==> src/rtl/multicycle_core.sv <==
// Multicycle RV32I-subset core: FETCH/DECODE/EXEC/MEM/WB with ack-handshaked fetch and data ports.
// Define BRANCH_EXT_EN to add BNE/BLT/BGE/BLTU/BGEU; without it those opcodes trap to ERROR.
module multicycle_core #(
   parameter logic [31:0] INITIAL_PC   = 32'h0040_0000,
   parameter int unsigned MEM_WAIT_MAX = 16
) (
   input  logic        clk,
   input  logic        rst,
   output logic        iReq,
   output logic [31:0] iAddr,
   input  logic [31:0] iRdata,
   input  logic        iAck,
   output logic        dReq,
   output logic        dWe,
   output logic [31:0] dAddr,
   output logic [31:0] dWdata,
   input  logic [31:0] dRdata,
   input  logic        dAck,
   output logic [31:0] PC,
   output logic [2:0]  state,
   output logic        retire,
   output logic        err
);
   typedef enum logic [2:0] {
      FETCH = 3'd0, DECODE = 3'd1, EXEC = 3'd2, MEM = 3'd3, WB = 3'd4, ERROR = 3'd5
   } state_t;

   localparam logic [6:0]  OPC_OP   = 7'h33;
   localparam logic [6:0]  OPC_OPI  = 7'h13;
   localparam logic [6:0]  OPC_LW   = 7'h03;
   localparam logic [6:0]  OPC_SW   = 7'h23;
   localparam logic [6:0]  OPC_BR   = 7'h63;
   localparam logic [16:0] WAIT_LIM = 17'(MEM_WAIT_MAX);

   state_t      st;
   logic [31:0] pc_q, ir, a_q, b_q, imm_q, alu_out, mdr;
   logic [31:0] xr [32];
   logic [15:0] wait_cnt;

   logic [6:0]  opc, f7;
   logic [2:0]  f3;
   logic [4:0]  rs1, rs2, rd, shamt;
   logic        is_op, is_opi, is_lw, is_sw, is_br, legal, br_take, timeout;
   logic [31:0] imm_i, imm_s, imm_b, opb, alu_y, br_tgt;

   assign opc = ir[6:0];
   assign rd  = ir[11:7];
   assign f3  = ir[14:12];
   assign rs1 = ir[19:15];
   assign rs2 = ir[24:20];
   assign f7  = ir[31:25];

   assign imm_i = {{20{ir[31]}}, ir[31:20]};
   assign imm_s = {{20{ir[31]}}, ir[31:25], ir[11:7]};
   assign imm_b = {{19{ir[31]}}, ir[31], ir[7], ir[30:25], ir[11:8], 1'b0};

   // SLTU/SLTIU are outside the supported subset, hence the f3 != 3 exclusions.
   assign is_op  = (opc == OPC_OP) && (f3 != 3'd3) &&
                   ((f7 == 7'h00) || ((f7 == 7'h20) && ((f3 == 3'd0) || (f3 == 3'd5))));
   assign is_opi = (opc == OPC_OPI) && (f3 != 3'd3) &&
                   ((f3 == 3'd1) ? (f7 == 7'h00) :
                    (f3 == 3'd5) ? ((f7 == 7'h00) || (f7 == 7'h20)) : 1'b1);
   assign is_lw  = (opc == OPC_LW) && (f3 == 3'd2);
   assign is_sw  = (opc == OPC_SW) && (f3 == 3'd2);
`ifdef BRANCH_EXT_EN
   assign is_br  = (opc == OPC_BR) && (f3 != 3'd2) && (f3 != 3'd3);
`else
   assign is_br  = (opc == OPC_BR) && (f3 == 3'd0);
`endif
   assign legal  = is_op | is_opi | is_lw | is_sw | is_br;

   assign opb    = is_op ? b_q : imm_q;
   assign shamt  = opb[4:0];
   assign br_tgt = pc_q + imm_q;

   always_comb begin
      alu_y = a_q + opb;
      if (is_op || is_opi) begin
         case (f3)
            3'd0:    alu_y = (is_op && f7[5]) ? a_q - opb : a_q + opb;
            3'd1:    alu_y = a_q << shamt;
            3'd2:    alu_y = {31'd0, ($signed(a_q) < $signed(opb))};
            3'd4:    alu_y = a_q ^ opb;
            3'd5:    alu_y = f7[5] ? $unsigned($signed(a_q) >>> shamt) : a_q >> shamt;
            3'd6:    alu_y = a_q | opb;
            3'd7:    alu_y = a_q & opb;
            default: alu_y = a_q + opb;
         endcase
      end
   end

   always_comb begin
      case (f3)
         3'd0:    br_take = (a_q == b_q);
`ifdef BRANCH_EXT_EN
         3'd1:    br_take = (a_q != b_q);
         3'd4:    br_take = ($signed(a_q) <  $signed(b_q));
         3'd5:    br_take = ($signed(a_q) >= $signed(b_q));
         3'd6:    br_take = (a_q <  b_q);
         3'd7:    br_take = (a_q >= b_q);
`endif
         default: br_take = 1'b0;
      endcase
   end

   // Fires on the unacked cycle that would bring the count up to the limit.
   assign timeout = (WAIT_LIM != 17'd0) && (({1'b0, wait_cnt} + 17'd1) == WAIT_LIM);

   always_ff @(posedge clk or posedge rst) begin
      if (rst) begin
         st       <= FETCH;
         pc_q     <= INITIAL_PC;
         ir       <= '0;
         a_q      <= '0;
         b_q      <= '0;
         imm_q    <= '0;
         alu_out  <= '0;
         mdr      <= '0;
         wait_cnt <= '0;
         retire   <= 1'b0;
         for (int i = 0; i < 32; i++) xr[i] <= '0;
      end else begin
         retire <= 1'b0;
         case (st)
            FETCH: begin
               if (iAck) begin
                  ir <= iRdata;
                  st <= DECODE;
               end else begin
                  wait_cnt <= wait_cnt + 16'd1;
                  if (timeout) st <= ERROR;
               end
            end
            DECODE: begin
               a_q   <= (rs1 == 5'd0) ? 32'd0 : xr[rs1];
               b_q   <= (rs2 == 5'd0) ? 32'd0 : xr[rs2];
               imm_q <= is_sw ? imm_s : (opc == OPC_BR) ? imm_b : imm_i;
               st    <= legal ? EXEC : ERROR;
            end
            EXEC: begin
               alu_out <= alu_y;
               if (is_br) begin
                  if (br_take && (br_tgt[1:0] != 2'b00)) begin
                     st <= ERROR;
                  end else begin
                     pc_q     <= br_take ? br_tgt : pc_q + 32'd4;
                     retire   <= 1'b1;
                     wait_cnt <= '0;
                     st       <= FETCH;
                  end
               end else if (is_lw || is_sw) begin
                  if (alu_y[1:0] != 2'b00) begin
                     st <= ERROR;
                  end else begin
                     wait_cnt <= '0;
                     st       <= MEM;
                  end
               end else begin
                  st <= WB;
               end
            end
            MEM: begin
               if (dAck) begin
                  if (is_lw) begin
                     mdr <= dRdata;
                     st  <= WB;
                  end else begin
                     pc_q     <= pc_q + 32'd4;
                     retire   <= 1'b1;
                     wait_cnt <= '0;
                     st       <= FETCH;
                  end
               end else begin
                  wait_cnt <= wait_cnt + 16'd1;
                  if (timeout) st <= ERROR;
               end
            end
            WB: begin
               if (rd != 5'd0) xr[rd] <= is_lw ? mdr : alu_out;
               pc_q     <= pc_q + 32'd4;
               retire   <= 1'b1;
               wait_cnt <= '0;
               st       <= FETCH;
            end
            default: st <= ERROR;
         endcase
      end
   end

   assign state  = st;
   assign PC     = pc_q;
   assign err    = (st == ERROR);
   assign iReq   = (st == FETCH) && !rst;
   assign iAddr  = pc_q;
   assign dReq   = (st == MEM);
   assign dWe    = (st == MEM) && is_sw;
   assign dAddr  = alu_out;
   assign dWdata = b_q;
endmodule
==> config.mk <==
export PLATFORM = sky130hd
export DESIGN_NAME = multicycle_core
export DESIGN_NICKNAME = d
export VERILOG_FILES = /design/src/rtl/multicycle_core.sv
export SDC_FILE = /design/constraint.sdc
export NUM_CORES = 2
export LEC_CHECK = 0
export CAP_MARGIN = 5
export CORE_MARGIN = 5
export CORE_UTILIZATION = 55
export CTS_CLUSTER_SIZE = 20
export DETAILED_ROUTE_END_ITERATION = 16
export PLACE_DENSITY = 0.71
export RECOVER_POWER = 50
export SLEW_MARGIN = 5
export SYNTH_ARGS = -nofsm -noshare
export SYNTH_HDL_FRONTEND = slang
export SYNTH_SLANG_ARGS = --single-unit
==> constraint.sdc <==
create_clock -name clk -period 130.5 [get_ports clk]
set_clock_uncertainty 0.05 [all_clocks]
set_input_delay 26.1 -clock clk [delete_from_list [all_inputs] [get_ports clk]]
set_output_delay 26.1 -clock clk [all_outputs]
set_load 0.05 [all_outputs]
[Yosys cells after proc, flatten, opt, wreduce, memory -nomap -nowiden]
Index checks and enable logic that the tools add are counted.
Word-level totals
  latch bits: 0
  bits of input ports: 68
  word-level logic and storage cells: 180
  memory bits (read-only): 0
  register bits: 1249
  output and inout port bits: 136
  memories kept: 0
  memory bits (writable): 0
Operators by class
  divide/modulo/power cells: 0
  eq/ne operators: 29
  reductions and logical operators: 34
  mux-type cells: 51
  bitwise operators: 10
  order comparisons: 5
  $mul: 0
  shift-type cells: 3
  $add $sub $neg: 6
Operators with widths (number)
  $bwmux 1024: 1
  $mux 32: 17
  $bmux 32 s5: 2
  $pmux 32 s7: 1
  $demux 32 s5: 1
  $mux 16: 7
  $pmux 32 s3: 1
  $add 32x32->32: 2
  $pmux 16 s4: 1
  $add 32x3->32 const B: 1
  $and 32x32->32: 1
  $eq 32x32->1: 1
  $lt 32x32->1: 1
  $or 32x32->32: 1
  $shl 32x5->32: 1
  $shr 32x5->32: 1
  $sshr 32x5->32: 1
  $sub 32x32->32: 1
  $xor 32x32->32: 1
  $mux 3: 9
  $mux 12: 2
  $eq 7x6->1 const B: 3
  $eq 3x3->1 const B: 6
  $ge 6x6->1 const B: 3
  other kinds (32): 72

[Logic depth before layout (Yosys ltp)]
  depth after elaboration: 15
  gate-level depth with buffers: 25
  gate-level depth less buffers: 19

[Worst setup path after synthesis]
No wires, ideal clock.
  kind: input -> output
  from: input port rst
  to: output port iReq
  stages: 1
  required time: 104350 ps
  data arrival time: 27549 ps
  path slack: 76801 ps
  path buffers: 0
  cells stage by stage: nor4_1
Between the ends
  longest elaborated chain between the ends: 2
RTL lines
  start, declared: line 8  | input logic rst,
  $logic_not 1->1: line 193  | assign iReq = (st == FETCH) && !rst;
  $logic_and 1x1->1: line 193
  end, declared: line 9  | output logic iReq,
No other way between the ends.

[Worst setup path in the final report]
Same ends and word-level chain as after synthesis.

==> impl_metrics.csv <==
group,metric,value,unit
run_status,outcome,"complete, but fails checks",
run_status,violated_checks,"capacitance limit, slew limit",
final_layout,area.sequential,31300,µm²
drt,drt-total-wl,273,mm
clocking,tritoncts,"done",
grt,antenna_found_initial,13,
min_path,hp-class,"flop to flop",
floorplan,rows,134,
synthesis,synthMostInstantiatedCell,"dfrtp_1",
synthesis,count_of_flip_flops_with_a_built_in_enable_after_synthesis,0,
synthesis,synth.yosys.seq_area_share,42.3,%
drt,vias,64000,
synthesis,post_synth_mux_area_share,19.2,%
critical_path,setup.worst_path.end_class,"primary output",
clocking,clock_path_buffers,3,
place,dpl_cell_area,76800,µm²
floorplan,die_width,377,µm
critical_path,setup.reg_to_reg.worst_slack,120.91,ns
synthesis,average_cell_area_after_synthesis,9.58,µm²
clocking,htree_levels,4,
place,hpwlAfterDp,175,mm
clocking,cts.clk_slew.worst_paths,0.06,ns
critical_path,critPathMaxFanout,2,
clocking,cts_buffers,140,
grt,grt_pass1_wl,404,mm
place,placed_cells,9094,
clocking,cts_hold_buffers,0,
synthesis,synth-compound-area-share,18.4,%
min_path,hold_start,"xr[1017]",
critical_path,crit-reg2reg-capture,"dAddr[30]",
floorplan,area_enclosed_by_the_die_boundary,142000,µm²
critical_path,timing.critical_path.slowest_cell_delay,0.86,ns
timing,period_minus_slack,53.87,ns
timing,slew_violations,1422,
final_layout,layout.cell_area.non_filler,81200,µm²
final_layout,nets,7662,
drt,iteration_0_drc_count_of_the_detailed_router,8248,
synthesis,synth-async-reset-ratio,100,%
synthesis,xor_xnor_portion_of_the_synthesized_cell_area,1.26,%
critical_path,slowest_stage,"clkdlybuf4s50_1",
timing,timing_worst_slew_pin_value,5.68,ns
final_layout,layout.cells.non_filler,9354,
drt,antenna_violating_nets_post_route,0,
synthesis,synth_top_area_share,42.2,%
timing,worst_slew_margin_rel,-281,%
power,switching_power,0.205,mW
min_path,hold_path_depth,0,
drt,vias_per_cell,6.85,
floorplan,initial_utilization,55.4,%
synthesis,synth_simple_gate_area_share,12.0,%
timing,min_period_over_period,41.3,%
grt,grt_remaining_overflow,0,
timing,finalSetupTns,0,ns
drt,drc_errors,0,
drt,first_pass_iters,6,
synthesis,synth.yosys.warnings,0,
final_layout,area_growth_syn_to_layout,9.86,%
clocking,clk_latency,0.81,ns
power,share_comb_of_total_power,5.5,%
floorplan,die_y,377,µm
power,power.share.switching,24.3,%
clocking,postCtsSetupRepairBufs,0,
power,internal_power,0.638,mW
critical_path,timing.critical_path.max_delay_family,"buffers and inverters",
synthesis,synthTopCellsByCount,"dfrtp_1, nand2_1, o21ai_0, a21oi_1, clkbuf_1",
synthesis,syn_area,73900,µm²
synthesis,synth_ff_type,"dfrtp_1",
timing,fmax,18.6,MHz
power,seq_power_share,46.4,%
timing,hold_viol_final,0,
synthesis,post_synth_num_cell_types,94,
critical_path,critPathKind,"input port to primary output",
power,static_leakage,34.0,nW
power,power.ir.vdd_worst,0.0000121,V
min_path,holdPathEnd,"xr[1017]",
final_layout,multi_input_area,39500,µm²
critical_path,origin_of_the_critical_flop_to_flop_path,"ir[12]",
grt,grtUsageTotal,37.9,%
power,power_per_cell_area,10.4,nW/µm²
clocking,numClockSinks,1249,
synthesis,synth_nets,7912,
place,port-buffer-count,203,
synthesis,yosys_register_bits,1249,
final_layout,post_route_cells_drive_above_1_share,13.5,%
final_layout,fillers,11100,
floorplan,placeableCoreArea,133000,µm²
grt,vias_in_the_first_global_route,61400,
synthesis,syn-instance-count,7718,
synthesis,post-synth-top-area-cell,"dfrtp_1",
timing,rsz_0062_raised_after_global_routing,"false",
floorplan,pin_count,204,
synthesis,combinational_family_with_the_most_area_after_synthesis,"multiplexers",
run,drv.max_cap_violation_count,40,
critical_path,crit_arrival,27.72,ns
critical_path,cell_by_cell_listing_of_the_critical_path,"dlygate4sd3_1 > nor4_1 > clkdlybuf4s50_1",
synthesis,synth-adder-area-share,2.15,%
drt,routed_wire_length_per_instance,29.2,µm
timing,hold_slack,0.346,ns
critical_path,worst_r2r_path_depth,19,
power,clock_power_share,48.1,%
clocking,postCtsResizedCells,0,
critical_path,worstSetupStartpointType,"input port",
place,globalplace.congestion,1.04,
critical_path,path_buf_inv,2,
power,power,0.842,mW
synthesis,synth.area.top_cells,"dfrtp_1, mux4_2, o21ai_0, nand2_1, a21oi_1",
grt,grt_start_max_net_pins,185,
clocking,clock_tree_root_buffer_cell,"clkbuf_16",
timing,timing.final.setup_violations,0,
critical_path,timing.critical_path.required,104.35,ns
## cells in the final DEF, fill, tap and decap left out, types with 16 or more instances in the layout
| cell | Yosys | routed |
|---|---|---|
| o21bai_1 | 16 | 16 |
| o211ai_1 | 42 | 42 |
| nand2_1 | 1078 | 1059 |
| mux4_2 | 419 | 419 |
| nor2b_1 | 40 | 38 |
| a221oi_1 | 20 | 20 |
| and3_1 | 29 | 25 |
| clkbuf_8 | 0 | 33 |
| mux2i_1 | 290 | 267 |
| xor2_1 | 39 | 39 |
| or3_1 | 20 | 19 |
| o22ai_1 | 142 | 142 |
| nand4_1 | 33 | 33 |
| xnor2_1 | 67 | 67 |
| a21o_1 | 59 | 59 |
| a31oi_1 | 42 | 43 |
| o21ai_0 | 960 | 959 |
| clkbuf_16 | 0 | 141 |
| nand3_1 | 105 | 105 |
| clkdlybuf4s50_1 | 0 | 200 |
| o21a_1 | 20 | 20 |
| a21oi_1 | 798 | 798 |
| buf_4 | 34 | 101 |
| mux2_2 | 165 | 165 |
| nor4_1 | 26 | 26 |
| clkbuf_1 | 587 | 75 |
| nand2_2 | 0 | 19 |
| clkinv_2 | 0 | 27 |
| ha_1 | 124 | 124 |
| inv_1 | 113 | 113 |
| mux2i_2 | 0 | 23 |
| o31ai_1 | 42 | 42 |
| dfrtp_1 | 1248 | 1239 |
| nand2b_1 | 22 | 20 |
| nor3_1 | 107 | 103 |
| nor2_1 | 584 | 579 |
| a211oi_1 | 38 | 38 |
| o221ai_1 | 74 | 74 |
## worst reg2reg max path, cell delays in order, from the launching register on
cell      delay (ns)
dfrtp_1         0.32
clkbuf_1        1.46
nand3b_1        0.59
and4_1          0.48
and4_1          0.43
nor2_1          1.26
inv_1           0.90
ha_1            0.62
nor2b_1         0.17
o31a_1          0.29
o31ai_1         0.38
a21oi_1         0.29
o21ai_0         0.56
nor2_1          0.21
nand3_1         0.14
a31oi_1         0.23
a311oi_1        0.45
xnor2_1         0.11
nand2_1         0.11
o311ai_0        0.32
## state kept, by name, summed over array words and instances (netlist names)
signal,flops
ir,32
PC,32
dAddr,32
retire,1
state,3
a_q,32
mdr,32
wait_cnt,16
xr,1024
dWdata,32
imm_q,13
## power by group through the flow
stage	clock [mW]	combinational (mW)	sequential, mW
after global placement	0	0.0452	0.398
after detailed placement	0	0.0455	0.398
after floorplan	0	0.0310	0.396
after CTS	0.409	0.0456	0.391
final	0.405	0.0463	0.391
after global routing	0.425	0.0492	0.391
## logic make-up (layout without fill, tap and decap cells)
logic type / count (synthesis) / in the layout
AOI/OAI and AO/OA: 2383 / 2383
xor gates and xnor gates: 106 / 106
other: 0 / 3
buffers and inverters: 867 / 732
muxes: 874 / 874
adders and majority gates: 126 / 126
DFF: 1249 / 1249
and+or+nand+nor: 2113 / 2113
## how the worst max path moves through the flow
stage	start	end	slack, ns	cells past startpoint
final	rst	iReq	76.63	3
after floorplan	rst	PC[0]	69.16	1
after detailed placement	rst	iReq	76.67	3
after CTS	rst	iReq	76.65	3
after global routing	rst	iReq	76.60	3
after global placement	rst	iReq	76.67	3
## layout make-up
type	instances	share of cell area, %
well taps	1768	2.72
diodes	3	0.00924
flip-flops and latches	1249	38.5
clock inverters	52	0.746
inverters	120	0.556
multi-input cells	5602	48.6
clock buffers	205	5.05
repair buffers	355	3.81
## per-layer routing
metal  up-vias  share of wire, %  global-route usage (%)
met3       933                11                    9.43
met5         -             0.021                       0
met4         8               6.6                    20.6
met2      3910                45                    57.4
met1     31700                38                    50.7
li1      27500                 -                       -
## stage by stage
step	utilization, %	setup slack (ns)
6_report	60.9	76.63
5_1_grt	60.8	76.60
4_1_cts	61.1	76.65
3_5_place_dp	57.5	76.67
3_3_place_gp	57.5	76.67
2_1_floorplan	-	69.16
Power figures use the tool's default switching activity.
